**config.mk**
```make
export PLATFORM = sky130hd
export DESIGN_NAME = pc_unit_flat
export DESIGN_NICKNAME = d
export VERILOG_FILES = /design/src/rtl/pc_unit_pkg.sv /design/src/rtl/pc_unit_if.sv /design/src/rtl/pc_target_calc.sv /design/src/rtl/pc_unit.sv /design/src/flat_wrapper.sv
export SDC_FILE = /design/constraint.sdc
export NUM_CORES = 1
export LEC_CHECK = 0
export BUFFER_PORTS_ARGS = -buffer_cell sky130_fd_sc_hd__buf_2
export CORE_MARGIN = 4
export CORE_UTILIZATION = 50
export CTS_CLUSTER_DIAMETER = 100
export DETAILED_ROUTE_END_ITERATION = 10
export HOLD_SLACK_MARGIN = 0.15
export PLACE_DENSITY_LB_ADDON = 0.3
export SETUP_SLACK_MARGIN = 0.5
export SYNTH_ARGS = -nofsm -noshare
export SYNTH_HDL_FRONTEND = slang
export SYNTH_SLANG_ARGS = --single-unit
```
**constraint.sdc**
```tcl
create_clock -name clk -period 7.7 [get_ports clk]
set_input_delay 1.54 -clock clk [delete_from_list [all_inputs] [get_ports clk]]
set_output_delay 1.54 -clock clk [all_outputs]
set_load 0.01 [all_outputs]
```
**src/rtl/pc_unit_pkg.sv**
```systemverilog
// pc_unit_pkg: shared encodings and default parameters for the program-counter unit.
// Optional build macro used by pc_unit: PC_ALIGN_CHECK_EN.
package pc_unit_pkg;

    localparam int unsigned PC_WIDTH_DEF   = 16;
    localparam int unsigned IMM_I_W_DEF    = 8;
    localparam int unsigned IMM_D_W_DEF    = 11;
    localparam int unsigned INC_DEF        = 2;
    localparam int unsigned RESET_PC_DEF   = 0;
    localparam int unsigned EXC_VECTOR_DEF = 2;

    // redir_kind encoding
    localparam logic [1:0] KIND_BR  = 2'd0;  // PC-relative branch, qualified by taken
    localparam logic [1:0] KIND_JPC = 2'd1;  // PC-relative jump
    localparam logic [1:0] KIND_JRS = 2'd2;  // register-relative jump
    localparam logic [1:0] KIND_RSV = 2'd3;  // reserved, flagged as an error

    typedef enum logic {
        ST_RUN  = 1'b0,
        ST_HALT = 1'b1
    } pc_state_e;

    // True when a resolved control-flow instruction actually changes the PC.
    function automatic logic redir_applies(input logic [1:0] kind, input logic taken);
        return (kind == KIND_JPC) || (kind == KIND_JRS) || ((kind == KIND_BR) && taken);
    endfunction

endpackage

```
**src/rtl/pc_unit_if.sv**
```systemverilog
// pc_unit_if: fetch-control side bundle of the program-counter unit.
// master drives the control inputs and observes the PC state; slave is the PC unit.
interface pc_unit_if
    import pc_unit_pkg::*;
#(
    parameter int unsigned WIDTH   = PC_WIDTH_DEF,
    parameter int unsigned IMM_I_W = IMM_I_W_DEF,
    parameter int unsigned IMM_D_W = IMM_D_W_DEF
);
    logic               stall;
    logic               redir_valid;
    logic [1:0]         redir_kind;
    logic               taken;
    logic               sel_d;
    logic [IMM_I_W-1:0] imm_i;
    logic [IMM_D_W-1:0] imm_d;
    logic [WIDTH-1:0]   rs;
    logic               siic;
    logic               rti;
    logic               halt;

    logic [WIDTH-1:0]   pc;
    logic [WIDTH-1:0]   pc_plus_inc;
    logic [WIDTH-1:0]   epc;
    logic               in_exc;
    logic               halted;
    logic               err;

    modport master (
        output stall, redir_valid, redir_kind, taken, sel_d, imm_i, imm_d, rs,
               siic, rti, halt,
        input  pc, pc_plus_inc, epc, in_exc, halted, err
    );

    modport slave (
        input  stall, redir_valid, redir_kind, taken, sel_d, imm_i, imm_d, rs,
               siic, rti, halt,
        output pc, pc_plus_inc, epc, in_exc, halted, err
    );

endinterface

```
**src/rtl/pc_target_calc.sv**
```systemverilog
// pc_target_calc: combinational redirect target. Selects and sign-extends the
// displacement, picks the base (pc + INC or rs) and adds modulo 2^WIDTH.
module pc_target_calc
    import pc_unit_pkg::*;
#(
    parameter int unsigned WIDTH   = PC_WIDTH_DEF,
    parameter int unsigned IMM_I_W = IMM_I_W_DEF,
    parameter int unsigned IMM_D_W = IMM_D_W_DEF
) (
    input  logic [1:0]         kind_i,
    input  logic               sel_d_i,
    input  logic [IMM_I_W-1:0] imm_i_i,
    input  logic [IMM_D_W-1:0] imm_d_i,
    input  logic [WIDTH-1:0]   rs_i,
    input  logic [WIDTH-1:0]   pc_plus_inc_i,
    output logic [WIDTH-1:0]   target_o
);

    logic [WIDTH-1:0] ext_i;
    logic [WIDTH-1:0] ext_d;
    logic [WIDTH-1:0] ext;
    logic [WIDTH-1:0] base;

    assign ext_i = {{(WIDTH-IMM_I_W){imm_i_i[IMM_I_W-1]}}, imm_i_i};
    assign ext_d = {{(WIDTH-IMM_D_W){imm_d_i[IMM_D_W-1]}}, imm_d_i};

    // Displacement/base select and the wrapping adder.
    always_comb begin
        ext      = sel_d_i ? ext_d : ext_i;
        base     = (kind_i == KIND_JRS) ? rs_i : pc_plus_inc_i;
        target_o = base + ext;
    end

endmodule

```
**src/rtl/pc_unit.sv**
```systemverilog
// pc_unit: fetch-stage program counter with exception PC, stall, halt and
// nested-exception detection.
// Optional build macro: PC_ALIGN_CHECK_EN -- odd redirect targets raise an
// exception instead of being loaded.
//
// state   | meaning
// --------+---------------------------------------------------------------
// ST_RUN  | normal next-PC selection every cycle
// ST_HALT | pc/epc/in_exc frozen, inputs ignored, left only through rst
module pc_unit
    import pc_unit_pkg::*;
#(
    parameter int unsigned WIDTH      = PC_WIDTH_DEF,
    parameter int unsigned IMM_I_W    = IMM_I_W_DEF,
    parameter int unsigned IMM_D_W    = IMM_D_W_DEF,
    parameter int unsigned INC        = INC_DEF,
    parameter int unsigned RESET_PC   = RESET_PC_DEF,
    parameter int unsigned EXC_VECTOR = EXC_VECTOR_DEF
) (
    input  logic     clk,
    input  logic     rst,
    pc_unit_if.slave bus
);

    localparam logic [WIDTH-1:0] PC_RST  = WIDTH'(RESET_PC);
    localparam logic [WIDTH-1:0] PC_EXC  = WIDTH'(EXC_VECTOR);
    localparam logic [WIDTH-1:0] PC_STEP = WIDTH'(INC);

    pc_state_e        state_q, state_d;
    logic [WIDTH-1:0] pc_q, pc_d;
    logic [WIDTH-1:0] epc_q, epc_d;
    logic             in_exc_q, in_exc_d;
    logic             halted_q, halted_d;
    logic             err_q, err_d;

    logic [WIDTH-1:0] pc_plus_inc;
    logic [WIDTH-1:0] target;
    logic             redir_take;
    logic             redir_rsv;

    assign pc_plus_inc = pc_q + PC_STEP;
    assign redir_take  = bus.redir_valid && redir_applies(bus.redir_kind, bus.taken);
    assign redir_rsv   = bus.redir_valid && (bus.redir_kind == KIND_RSV);

    pc_target_calc #(
        .WIDTH   (WIDTH),
        .IMM_I_W (IMM_I_W),
        .IMM_D_W (IMM_D_W)
    ) u_target (
        .kind_i        (bus.redir_kind),
        .sel_d_i       (bus.sel_d),
        .imm_i_i       (bus.imm_i),
        .imm_d_i       (bus.imm_d),
        .rs_i          (bus.rs),
        .pc_plus_inc_i (pc_plus_inc),
        .target_o      (target)
    );

    // Next-state selection; halt beats exception beats return beats redirect beats stall.
    always_comb begin
        state_d  = state_q;
        pc_d     = pc_q;
        epc_d    = epc_q;
        in_exc_d = in_exc_q;
        halted_d = halted_q;
        err_d    = err_q;

        if (state_q == ST_RUN) begin
            if (bus.halt) begin
                state_d  = ST_HALT;
                halted_d = 1'b1;
            end else if (bus.siic) begin
                if (!in_exc_q) begin
                    epc_d    = pc_plus_inc;
                    pc_d     = PC_EXC;
                    in_exc_d = 1'b1;
                end else begin
                    // Exception inside the handler cannot be unwound: stop the core.
                    err_d    = 1'b1;
                    state_d  = ST_HALT;
                    halted_d = 1'b1;
                end
            end else if (bus.rti && in_exc_q) begin
                pc_d     = epc_q;
                in_exc_d = 1'b0;
            end else begin
                // A stray rti is flagged but does not block the rest of the cycle.
                if (bus.rti) begin
                    err_d = 1'b1;
                end

                if (redir_take) begin
`ifdef PC_ALIGN_CHECK_EN
                    if (target[0]) begin
                        if (!in_exc_q) begin
                            epc_d    = pc_plus_inc;
                            pc_d     = PC_EXC;
                            in_exc_d = 1'b1;
                        end else begin
                            err_d    = 1'b1;
                            state_d  = ST_HALT;
                            halted_d = 1'b1;
                        end
                    end else begin
                        pc_d = target;
                    end
`else
                    pc_d = target;
`endif
                end else if (redir_rsv) begin
                    err_d = 1'b1;
                    pc_d  = pc_plus_inc;
                end else if (!bus.stall) begin
                    pc_d = pc_plus_inc;
                end
            end
        end
    end

    // State and output registers with synchronous reset.
    always_ff @(posedge clk) begin
        if (rst) begin
            state_q  <= ST_RUN;
            pc_q     <= PC_RST;
            epc_q    <= '0;
            in_exc_q <= 1'b0;
            halted_q <= 1'b0;
            err_q    <= 1'b0;
        end else begin
            state_q  <= state_d;
            pc_q     <= pc_d;
            epc_q    <= epc_d;
            in_exc_q <= in_exc_d;
            halted_q <= halted_d;
            err_q    <= err_d;
        end
    end

    assign bus.pc          = pc_q;
    assign bus.pc_plus_inc = pc_plus_inc;
    assign bus.epc         = epc_q;
    assign bus.in_exc      = in_exc_q;
    assign bus.halted      = halted_q;
    assign bus.err         = err_q;

endmodule

```
**src/flat_wrapper.sv**
```systemverilog
// flat-port wrapper written by rule: the top's interface ports become plain ports
module pc_unit_flat import pc_unit_pkg::*;
#(
    parameter int unsigned WIDTH      = PC_WIDTH_DEF,
    parameter int unsigned IMM_I_W    = IMM_I_W_DEF,
    parameter int unsigned IMM_D_W    = IMM_D_W_DEF,
    parameter int unsigned INC        = INC_DEF,
    parameter int unsigned RESET_PC   = RESET_PC_DEF,
    parameter int unsigned EXC_VECTOR = EXC_VECTOR_DEF
)
  (clk, rst, bus_stall, bus_redir_valid, bus_redir_kind, bus_taken, bus_sel_d, bus_imm_i, bus_imm_d, bus_rs, bus_siic, bus_rti, bus_halt, bus_pc, bus_pc_plus_inc, bus_epc, bus_in_exc, bus_halted, bus_err);
  pc_unit_if #(.WIDTH(WIDTH), .IMM_I_W(IMM_I_W), .IMM_D_W(IMM_D_W)) bus_i ();
  input  logic clk;
  input  logic rst;
  input wire logic [$bits(bus_i.stall)-1:0] bus_stall;
  input wire logic [$bits(bus_i.redir_valid)-1:0] bus_redir_valid;
  input wire logic [$bits(bus_i.redir_kind)-1:0] bus_redir_kind;
  input wire logic [$bits(bus_i.taken)-1:0] bus_taken;
  input wire logic [$bits(bus_i.sel_d)-1:0] bus_sel_d;
  input wire logic [$bits(bus_i.imm_i)-1:0] bus_imm_i;
  input wire logic [$bits(bus_i.imm_d)-1:0] bus_imm_d;
  input wire logic [$bits(bus_i.rs)-1:0] bus_rs;
  input wire logic [$bits(bus_i.siic)-1:0] bus_siic;
  input wire logic [$bits(bus_i.rti)-1:0] bus_rti;
  input wire logic [$bits(bus_i.halt)-1:0] bus_halt;
  output wire logic [$bits(bus_i.pc)-1:0] bus_pc;
  output wire logic [$bits(bus_i.pc_plus_inc)-1:0] bus_pc_plus_inc;
  output wire logic [$bits(bus_i.epc)-1:0] bus_epc;
  output wire logic [$bits(bus_i.in_exc)-1:0] bus_in_exc;
  output wire logic [$bits(bus_i.halted)-1:0] bus_halted;
  output wire logic [$bits(bus_i.err)-1:0] bus_err;
  assign bus_i.stall = bus_stall;
  assign bus_i.redir_valid = bus_redir_valid;
  assign bus_i.redir_kind = bus_redir_kind;
  assign bus_i.taken = bus_taken;
  assign bus_i.sel_d = bus_sel_d;
  assign bus_i.imm_i = bus_imm_i;
  assign bus_i.imm_d = bus_imm_d;
  assign bus_i.rs = bus_rs;
  assign bus_i.siic = bus_siic;
  assign bus_i.rti = bus_rti;
  assign bus_i.halt = bus_halt;
  assign bus_pc = bus_i.pc;
  assign bus_pc_plus_inc = bus_i.pc_plus_inc;
  assign bus_epc = bus_i.epc;
  assign bus_in_exc = bus_i.in_exc;
  assign bus_halted = bus_i.halted;
  assign bus_err = bus_i.err;
  pc_unit #(.WIDTH(WIDTH), .IMM_I_W(IMM_I_W), .IMM_D_W(IMM_D_W), .INC(INC), .RESET_PC(RESET_PC), .EXC_VECTOR(EXC_VECTOR)) u_core (.clk(clk), .rst(rst), .bus(bus_i));
endmodule
```
==> results of run 1 <==
[where the power goes]
| group | switching (W) | total [W] | internal, W |
|---|---|---|---|
| clock | 0.0000805 | 0.000176 | 0.0000960 |
| sequential | 0.0000159 | 0.000213 | 0.000197 |
| combinational | 0.000131 | 0.000230 | 0.0000996 |
| total | 0.000227 | 0.000620 | 0.000393 |
[synthesized netlist by cell type, drive strengths merged, types with 13 or more instances]
library cell  instances
o21ai                15
a21oi                30
nor2                 50
inv                  15
nor3                 15
mux2i                13
ha                   19
nand2                37
dfxtp                36
mux2                 21
[logic make-up (layout without fill, tap and decap cells)]
| logic type | count (synthesis) | after routing | synth area share [%] |
|---|---|---|---|
| and+or+nand+nor | 135 | 135 | 21.5 |
| AOI/OAI and AO/OA | 96 | 96 | 21.7 |
| DFF | 36 | 36 | 24.0 |
| muxes | 34 | 34 | 12.2 |
| buffers and inverters | 34 | 121 | 4.58 |
| xor gates and xnor gates | 24 | 24 | 7.49 |
| adders and majority gates | 20 | 20 | 8.58 |
[through the flow]
step	power, W	instance area [µm²]	instances	setup slack [ps]
after global placement	0.000441	3510	530	2900
final	0.000620	3620	538	3070
after global routing	0.000654	3620	538	2690
after detailed placement	0.000445	3510	530	2810
after CTS	0.000618	3620	538	3090
after floorplan	0.000377	3010	379	3400
[worst max path at each step]
stage / start / end / slack, ps / cells past startpoint
4_1_cts: bus_redir_kind[0] / u_core.bus.pc[12]$_SDFFE_PP0P_ / 3090 / 14
2_1_floorplan: bus_redir_kind[0] / u_core.bus.pc[12]$_SDFFE_PP0P_ / 3400 / 13
3_3_place_gp: bus_redir_kind[0] / u_core.bus.pc[12]$_SDFFE_PP0P_ / 2900 / 14
3_5_place_dp: bus_redir_kind[0] / u_core.bus.pc[12]$_SDFFE_PP0P_ / 2810 / 14
6_report: bus_redir_kind[0] / u_core.bus.pc[12]$_SDFFE_PP0P_ / 3070 / 14
5_1_grt: bus_redir_kind[0] / u_core.bus.pc[12]$_SDFFE_PP0P_ / 2690 / 14
[layout make-up]
type	instances	area, µm²
sequential	36	721
tap	72	90.1
inverter	15	56.3
clock buffer	5	68.8
fill	521	2050
clock inverter	3	42.5
multi-input combinational	309	2150
timing repair buffer	98	495
[worst max-delay path: stages]
cell and delay [ps]:
sky130_fd_sc_hd__buf_2 110, sky130_fd_sc_hd__inv_1 70, sky130_fd_sc_hd__ha_1 730, sky130_fd_sc_hd__mux2_2 300
sky130_fd_sc_hd__ha_1 190, sky130_fd_sc_hd__inv_1 60, sky130_fd_sc_hd__fa_1 400, sky130_fd_sc_hd__nor2b_1 120
sky130_fd_sc_hd__o21ai_0 140, sky130_fd_sc_hd__a21boi_0 370, sky130_fd_sc_hd__o311a_1 220, sky130_fd_sc_hd__o21ai_0 80
sky130_fd_sc_hd__or4_1 440, sky130_fd_sc_hd__nand3_1 100
[flip-flops by register name, summed over array words and instances (netlist names)]
signal	cells
u_core.bus.epc	16
u_core.bus.halted	1
u_core.bus.pc	16
u_core.bus.err	1
u_core.state_q	1
u_core.bus.in_exc	1
[layer usage]
metal | up-vias | track usage [%] | wire length, µm
met4 | 0 | 6.19 | 102
met1 | 1456 | 32.3 | 3920
met3 | 11 | 3.17 | 690
met5 | - | 0 | 0
li1 | 1541 | - | -
met2 | 139 | 42.8 | 4360
[layout by cell type, fill, tap and decap left out, types with 11 or more instances in the layout]
| cell | synthesis | routed |
|---|---|---|
| sky130_fd_sc_hd__nor3_1 | 14 | 14 |
| sky130_fd_sc_hd__xor2_1 | 11 | 11 |
| sky130_fd_sc_hd__xnor2_1 | 11 | 11 |
| sky130_fd_sc_hd__inv_1 | 15 | 15 |
| sky130_fd_sc_hd__nand2_1 | 37 | 37 |
| sky130_fd_sc_hd__nand3_1 | 11 | 11 |
| sky130_fd_sc_hd__dfxtp_1 | 36 | 36 |
| sky130_fd_sc_hd__o21ai_0 | 15 | 15 |
| sky130_fd_sc_hd__mux2i_1 | 13 | 13 |
| sky130_fd_sc_hd__ha_1 | 19 | 19 |
| sky130_fd_sc_hd__nor2_1 | 49 | 49 |
| sky130_fd_sc_hd__mux2_2 | 21 | 21 |
| sky130_fd_sc_hd__buf_2 | 5 | 96 |
| sky130_fd_sc_hd__a21oi_1 | 30 | 30 |
==> run summary, run 1 <==
Of the available clock period, the critical path in the final layout requires 60.1%. STA classifies the critical path endpoint as a flip-flop. The number of global-route vias before repair came to 2966. The floorplan step set the die width to 85.5 µm. Synthesis inferred 36 register bits. The number of diodes added for antenna fixing came out at 0. The worst hold path terminates at u_core.bus.halted$_SDFFE_PP0P_. The fraction of layout instances using a drive strength above 1 came out at 29.8%. The ratio of total power to cell area is 171 nW/µm². The number of buffers on the longest clock path came out at 2.

The initial core utilization is 53.0%. Dividing the detail-routed via count by the number of cells gives 5.85. Setup repair after global routing left no endpoint under its margin. The startpoint of the worst-slack reg-to-reg timing path is u_core.bus.pc[1]$_SDFFE_PP0P_. The H-tree was split into 2 levels.

The final-report setup violation count came out at 0. The number of optimization iterations in the first detailed-route pass is 5. The wire length of the first global-routing pass is 14700 µm. The count of vias placed by the detailed router is 3147.

The number of antenna violations at the first check in global routing came out at 0. The share of synthesized area occupied by flip-flops and latches came out at 24.0%. The total count of hold-check failures in the final report is 0. By area the synthesized netlist is led by sky130_fd_sc_hd__dfxtp_1 24%, sky130_fd_sc_hd__ha_1 7.9%, sky130_fd_sc_hd__mux2_2 7.9%.

The CTS tree is yes. The reg2reg setup slack is 4140 ps. The time the worst path needs with I/O delays and setup is 4630 ps. The number of resized instances in the post-cts repair step came out at 0. Detailed placement finished with a half-perimeter wire length of 6850 µm. Of all cell types, the one taking the most synthesized area is sky130_fd_sc_hd__dfxtp_1.

The start point of the worst hold path is u_core.bus.halted$_SDFFE_PP0P_. The maximum fanout encountered on the critical timing path is 17. The transition time at the pin with the least slew margin came out at 1200 ps. Synthesis handed over a netlist of 379 instances. The proportion of synthesized flip-flops having asynchronous set or reset is 0%.

The residual antenna-violating net count after detailed routing is 0. The final setup TNS is 0 ps. The number of buffers added for setup after CTS is 0.

The run finished with clean final reports. The number of enable flip-flop cells after synthesis is 0. The type of the worst min-delay path is flip-flop to flip-flop. In the synthesized netlist the dominant register cell turns out to be sky130_fd_sc_hd__dfxtp_1.

The share of the core filled with cells is 63.8%. The source-to-sink clock delay at the later pin of the worst-skew pair is 300 ps. After detailed routing, the number of remaining DRC violations is 0.

The area share of the largest cell type after synthesis came out at 24.0%. In the final design database the tool counted 531 nets. The clock-pin transition on the worst setup and hold timing paths is 90 ps. The sink count of the clock tree is 36. The static leakage power is 1.78 nW.

The net count of the mapped netlist came out at 445. In this run the vertical extent of the chip is 85.5 µm. The peak ir drop on the vdd network is 0.0739 mV. The total clock buffers created by CTS is 5. The top-level port count is 97. After synthesis the cells add up to 3010 µm². The number of unique standard cell types used by synthesis came out at 60. The wire length reported by the detailed router is 9070 µm.

Measured against its own limit, the worst slew margin works out to 19.6%. The data arrival time at the worst-slack endpoint is 4870 ps. The number of buffer cells added on primary ports came out at 96. The data required time of the worst path is 7940 ps. The remaining global-route overflow came out at 0. The startpoint type of the worst setup path is an input pin. The worst hold margin is 472 ps. The die covers 7320 µm². The worst setup path is of the input pin to flip-flop kind. The pin count of the biggest net entering global routing is 38. The detailed router's first-iteration violation count came out at 201. The max-slew violation count came out at 0.

The yosys synthesis warning count is 0. Global routing consumed, over all layers together, 24.7% of the routing resources. The endpoint identified for the worst register-to-register timing path is u_core.bus.pc[12]$_SDFFE_PP0P_.

The final routed wire length divided by cell count is 16.9 µm. The average cell area after synthesis came out at 7.93 µm². Across the run, the number of max-cap violations was 0. After clock tree synthesis, the flow added hold-fix buffers numbering 0. CTS placed an instance of sky130_fd_sc_hd__clkbuf_8 at the clock tree root. The placeable core area is 5680 µm². The worst-case clock skew is 11.6 ps. The initialized floorplan defines 27 standard-cell rows. The routability congestion estimate from global placement is 0.861. The relative area change from synthesis to final layout is 20.5%. The achievable clock frequency came out at 216 MHz. Along the worst hold path, the cell count comes to 2. The cell count of the worst reg-to-reg path came out at 13.
(Power assumes the default switching activity.)
==> inputs of run 2 (changes only) <==
==> constraint.sdc (replaced) <==
create_clock -name clk -period 4.75 [get_ports clk]
set_input_delay 0.95 -clock clk [delete_from_list [all_inputs] [get_ports clk]]
set_output_delay 0.95 -clock clk [all_outputs]
set_load 0.01 [all_outputs]
==> run 2 against run 1 <==
Effect of this change: utilization increased by 0.26 points; critical path depth unchanged; die area unchanged; via count increased by 1.7%; cell count increased by 0.37%; non-clock buffer count grew 2; setup slack worse by 2200 ps; clock power rose by 60%; largest power group unchanged.
==> run summary, run 2 (synthesis results as in run 1) <==
The reg2reg setup slack is 1180 ps (was 4140 ps). The number of antenna violations at the first check in global routing is 0 (unchanged). The cell count of the worst reg-to-reg path is 13 (unchanged).

The remaining global-route overflow came out at 0 (unchanged). The final instance count without filler cells came out at 540 (was 538). The cell at the root of the clock tree is sky130_fd_sc_hd__clkbuf_8 (unchanged). The post-route cell area is 3640 µm² (was 3620 µm²). The clock-pin transition on the worst setup and hold timing paths is 90 ps (about the same). The total count of hold-check failures in the final report came out at 0 (unchanged). The sum of net half-perimeters after detailed placement was 6920 µm (was 6850 µm). The number of standard-cell rows in the floorplan came out at 27 (unchanged). The combined global-route utilization of all metal layers was 25.3% (was 24.7%). RSZ-0062 raised after global routing: no (unchanged). The number of buffer cells added on primary ports was 96 (unchanged).

The count of cells along the worst hold path is 2 (unchanged). The final net count is 533 (was 531). The post-detailed-placement cell area is 3520 µm² (was 3510 µm²). Dividing the final minimum period by the clock period gives 81.8%. The transition time at the pin with the least slew margin is 1210 ps (was 1200 ps). The detailed router's first-iteration violation count came to 210 (was 201).

The total clock buffers created by CTS is 5 (unchanged). The fraction of layout instances using a drive strength above 1 came out at 30.1% (was 29.8%). Derived from the worst setup path, the maximum achievable clock frequency is 258 MHz. Top library cells by usage in the layout, fill and taps aside: 96 x sky130_fd_sc_hd__buf_2, 49 x sky130_fd_sc_hd__nor2_1, 37 x sky130_fd_sc_hd__nand2_1, 36 x sky130_fd_sc_hd__dfxtp_1, 30 x sky130_fd_sc_hd__a21oi_1 (unchanged). The source-to-sink clock delay at the later pin of the worst-skew pair came out at 300 ps (about the same). The startpoint of the worst-slack reg-to-reg timing path was u_core.bus.pc[1]$_SDFFE_PP0P_ (unchanged). The number of H-tree branching levels came out at 2 (unchanged).

The die width is 85.5 µm (unchanged). The residual antenna-violating net count after detailed routing came out at 0 (unchanged). The pin count of the biggest net entering global routing is 38 (unchanged). The relative area change from synthesis to final layout is 21.0% (was 20.5%). The start point of the worst hold path is u_core.bus.err$_SDFFE_PP0P_ (was u_core.bus.halted$_SDFFE_PP0P_). The static leakage power came out at 1.79 nW (was 1.78 nW).

The ratio of total power to cell area came out at 276 nW/µm² (was 171 nW/µm²). The type of the worst setup path is input pin to flip-flop (unchanged). The reg-to-reg critical path endpoint was u_core.bus.pc[12]$_SDFFE_PP0P_ (unchanged). The wire length reported by the detailed router is 9230 µm (was 9070 µm). The wire length of the first global-routing pass is 15000 µm (was 14700 µm). The routability congestion estimate from global placement came out at 0.936 (was 0.861). The height of the chip came to 85.5 µm (unchanged).

The data arrival time at the worst-slack endpoint is 4090 ps (was 4870 ps). The detailed-route DRC error count came out at 0 (unchanged). The endpoint kind of the worst setup timing path is a flip-flop (unchanged).

The CTS tree was yes (unchanged). The commonest non-fill, non-tap cell in the layout was sky130_fd_sc_hd__buf_2 (unchanged). The startpoint type of the worst setup path was an input pin (unchanged). The number of resized instances in the post-cts repair step came out at 0 (unchanged). The number of global-route vias before repair came out at 3076 (was 2966).

The peak ir drop on the vdd network was 0.132 mV (was 0.0739 mV). The worst path needs 3880 ps of the cycle, external delays included. The number of buffers on the longest clock path came out at 2 (unchanged).

The final-report setup violation count came out at 0 (unchanged). The count of vias placed by the detailed router is 3200 (was 3147). Run status: finished clean (unchanged).

The number of diodes added for antenna fixing is 0 (unchanged). The number of fill cells in the layout is 514 (was 521). The max-slew violation count came out at 0 (unchanged). The final setup TNS is 0 ps (unchanged). The floorplan die area is 7320 µm² (unchanged). The sink count of the clock tree was 36 (unchanged). The data required time of the worst path came out at 4960 ps (was 7940 ps). The type of the worst min-delay path is flip-flop to flip-flop (unchanged). The number of buffers added for setup after CTS was 0 (unchanged). The number of placed instances, taps included was 532 (was 530). The initial core utilization was 53.0% (unchanged). The final routed wire length divided by cell count came out at 17.1 µm (was 16.9 µm). The number of maximum-capacitance violations was 0 (unchanged). The maximum fanout encountered on the critical timing path is 11 (was 17). The worst-case clock skew was 11.8 ps (was 11.6 ps).

The placeable core area came to 5680 µm² (unchanged). The top-level port count came out at 97 (unchanged). The normalized max-slew margin was 19.2% (was 19.6%). The per-cell via count in the routed design came out at 5.93 (was 5.85). The number of optimization iterations in the first detailed-route pass came out at 5 (unchanged). The count of hold buffers inserted by post-cts repair is 0 (unchanged). The worst-case hold path end point is u_core.bus.err$_SDFFE_PP0P_ (was u_core.bus.halted$_SDFFE_PP0P_).
==> run 2: cell types whose count changed in the layout (fill, tap and decap cells not counted) <==
cell                    previous run  this run
sky130_fd_sc_hd__buf_4             2         4
==> run 2: worst max-delay path by stage <==
stage	from	to	slack (ps)	cells after the start
after floorplan	bus_redir_kind[0]	u_core.bus.pc[12]$_SDFFE_PP0P_	1040	13
after global placement	bus_redir_kind[0]	u_core.bus.pc[14]$_SDFFE_PP0P_	770	14
after detailed placement	bus_redir_kind[0]	u_core.bus.pc[14]$_SDFFE_PP0P_	640	14
after CTS	bus_redir_kind[0]	u_core.bus.pc[14]$_SDFFE_PP0P_	950	14
after global routing	bus_redir_kind[0]	u_core.bus.pc[12]$_SDFFE_PP0P_	710	14
final	bus_redir_kind[0]	u_core.bus.pc[14]$_SDFFE_PP0P_	870	14
==> run 2: layer usage <==
metal / track usage, % / vias up / wire length, µm
met5: 0 / - / 0
met4: 6.04 / 0 / 100
met3: 3.55 / 11 / 746
met2: 43.1 / 157 / 4400
met1: 33.6 / 1491 / 3980
li1: - / 1541 / -
==> run 2: worst max-delay path: stages <==
cell and delay (ps):
sky130_fd_sc_hd__buf_2 110, sky130_fd_sc_hd__inv_1 70, sky130_fd_sc_hd__ha_1 520, sky130_fd_sc_hd__mux2_2 400, sky130_fd_sc_hd__ha_1 230, sky130_fd_sc_hd__inv_1 80, sky130_fd_sc_hd__fa_1 200, sky130_fd_sc_hd__nor2b_1 60
sky130_fd_sc_hd__o21ai_0 330, sky130_fd_sc_hd__a21boi_0 240, sky130_fd_sc_hd__o31ai_1 390, sky130_fd_sc_hd__a21oi_1 140, sky130_fd_sc_hd__xnor2_1 150, sky130_fd_sc_hd__o41ai_1 230
==> run 2: stage by stage <==
step,utilization [%],setup slack (ps),hold WS [ps],total power [W]
after floorplan,-,1040,503,0.000611
after global placement,62.1,770,447,0.000716
after detailed placement,62.1,638,454,0.000723
after CTS,64.1,953,477,0.00100
after global routing,64.1,709,550,0.00107
final,64.1,867,472,0.00100
==> run 2: cell type report <==
cell class              instances  area (µm²)  area share (%)
repair buffers                100         510            14.0
multi-input cells             309        2150            59.1
flip-flops and latches         36         721            19.8
inverters                      15        56.3            1.55
clock inverters                 3        42.5            1.17
clock buffers                   5        68.8            1.89
well taps                      72        90.1            2.48
==> run 2: where the power goes <==
group / switching, W / internal, W
clock: 0.000126 / 0.000156
sequential: 0.0000259 / 0.000320
combinational: 0.000214 / 0.000163
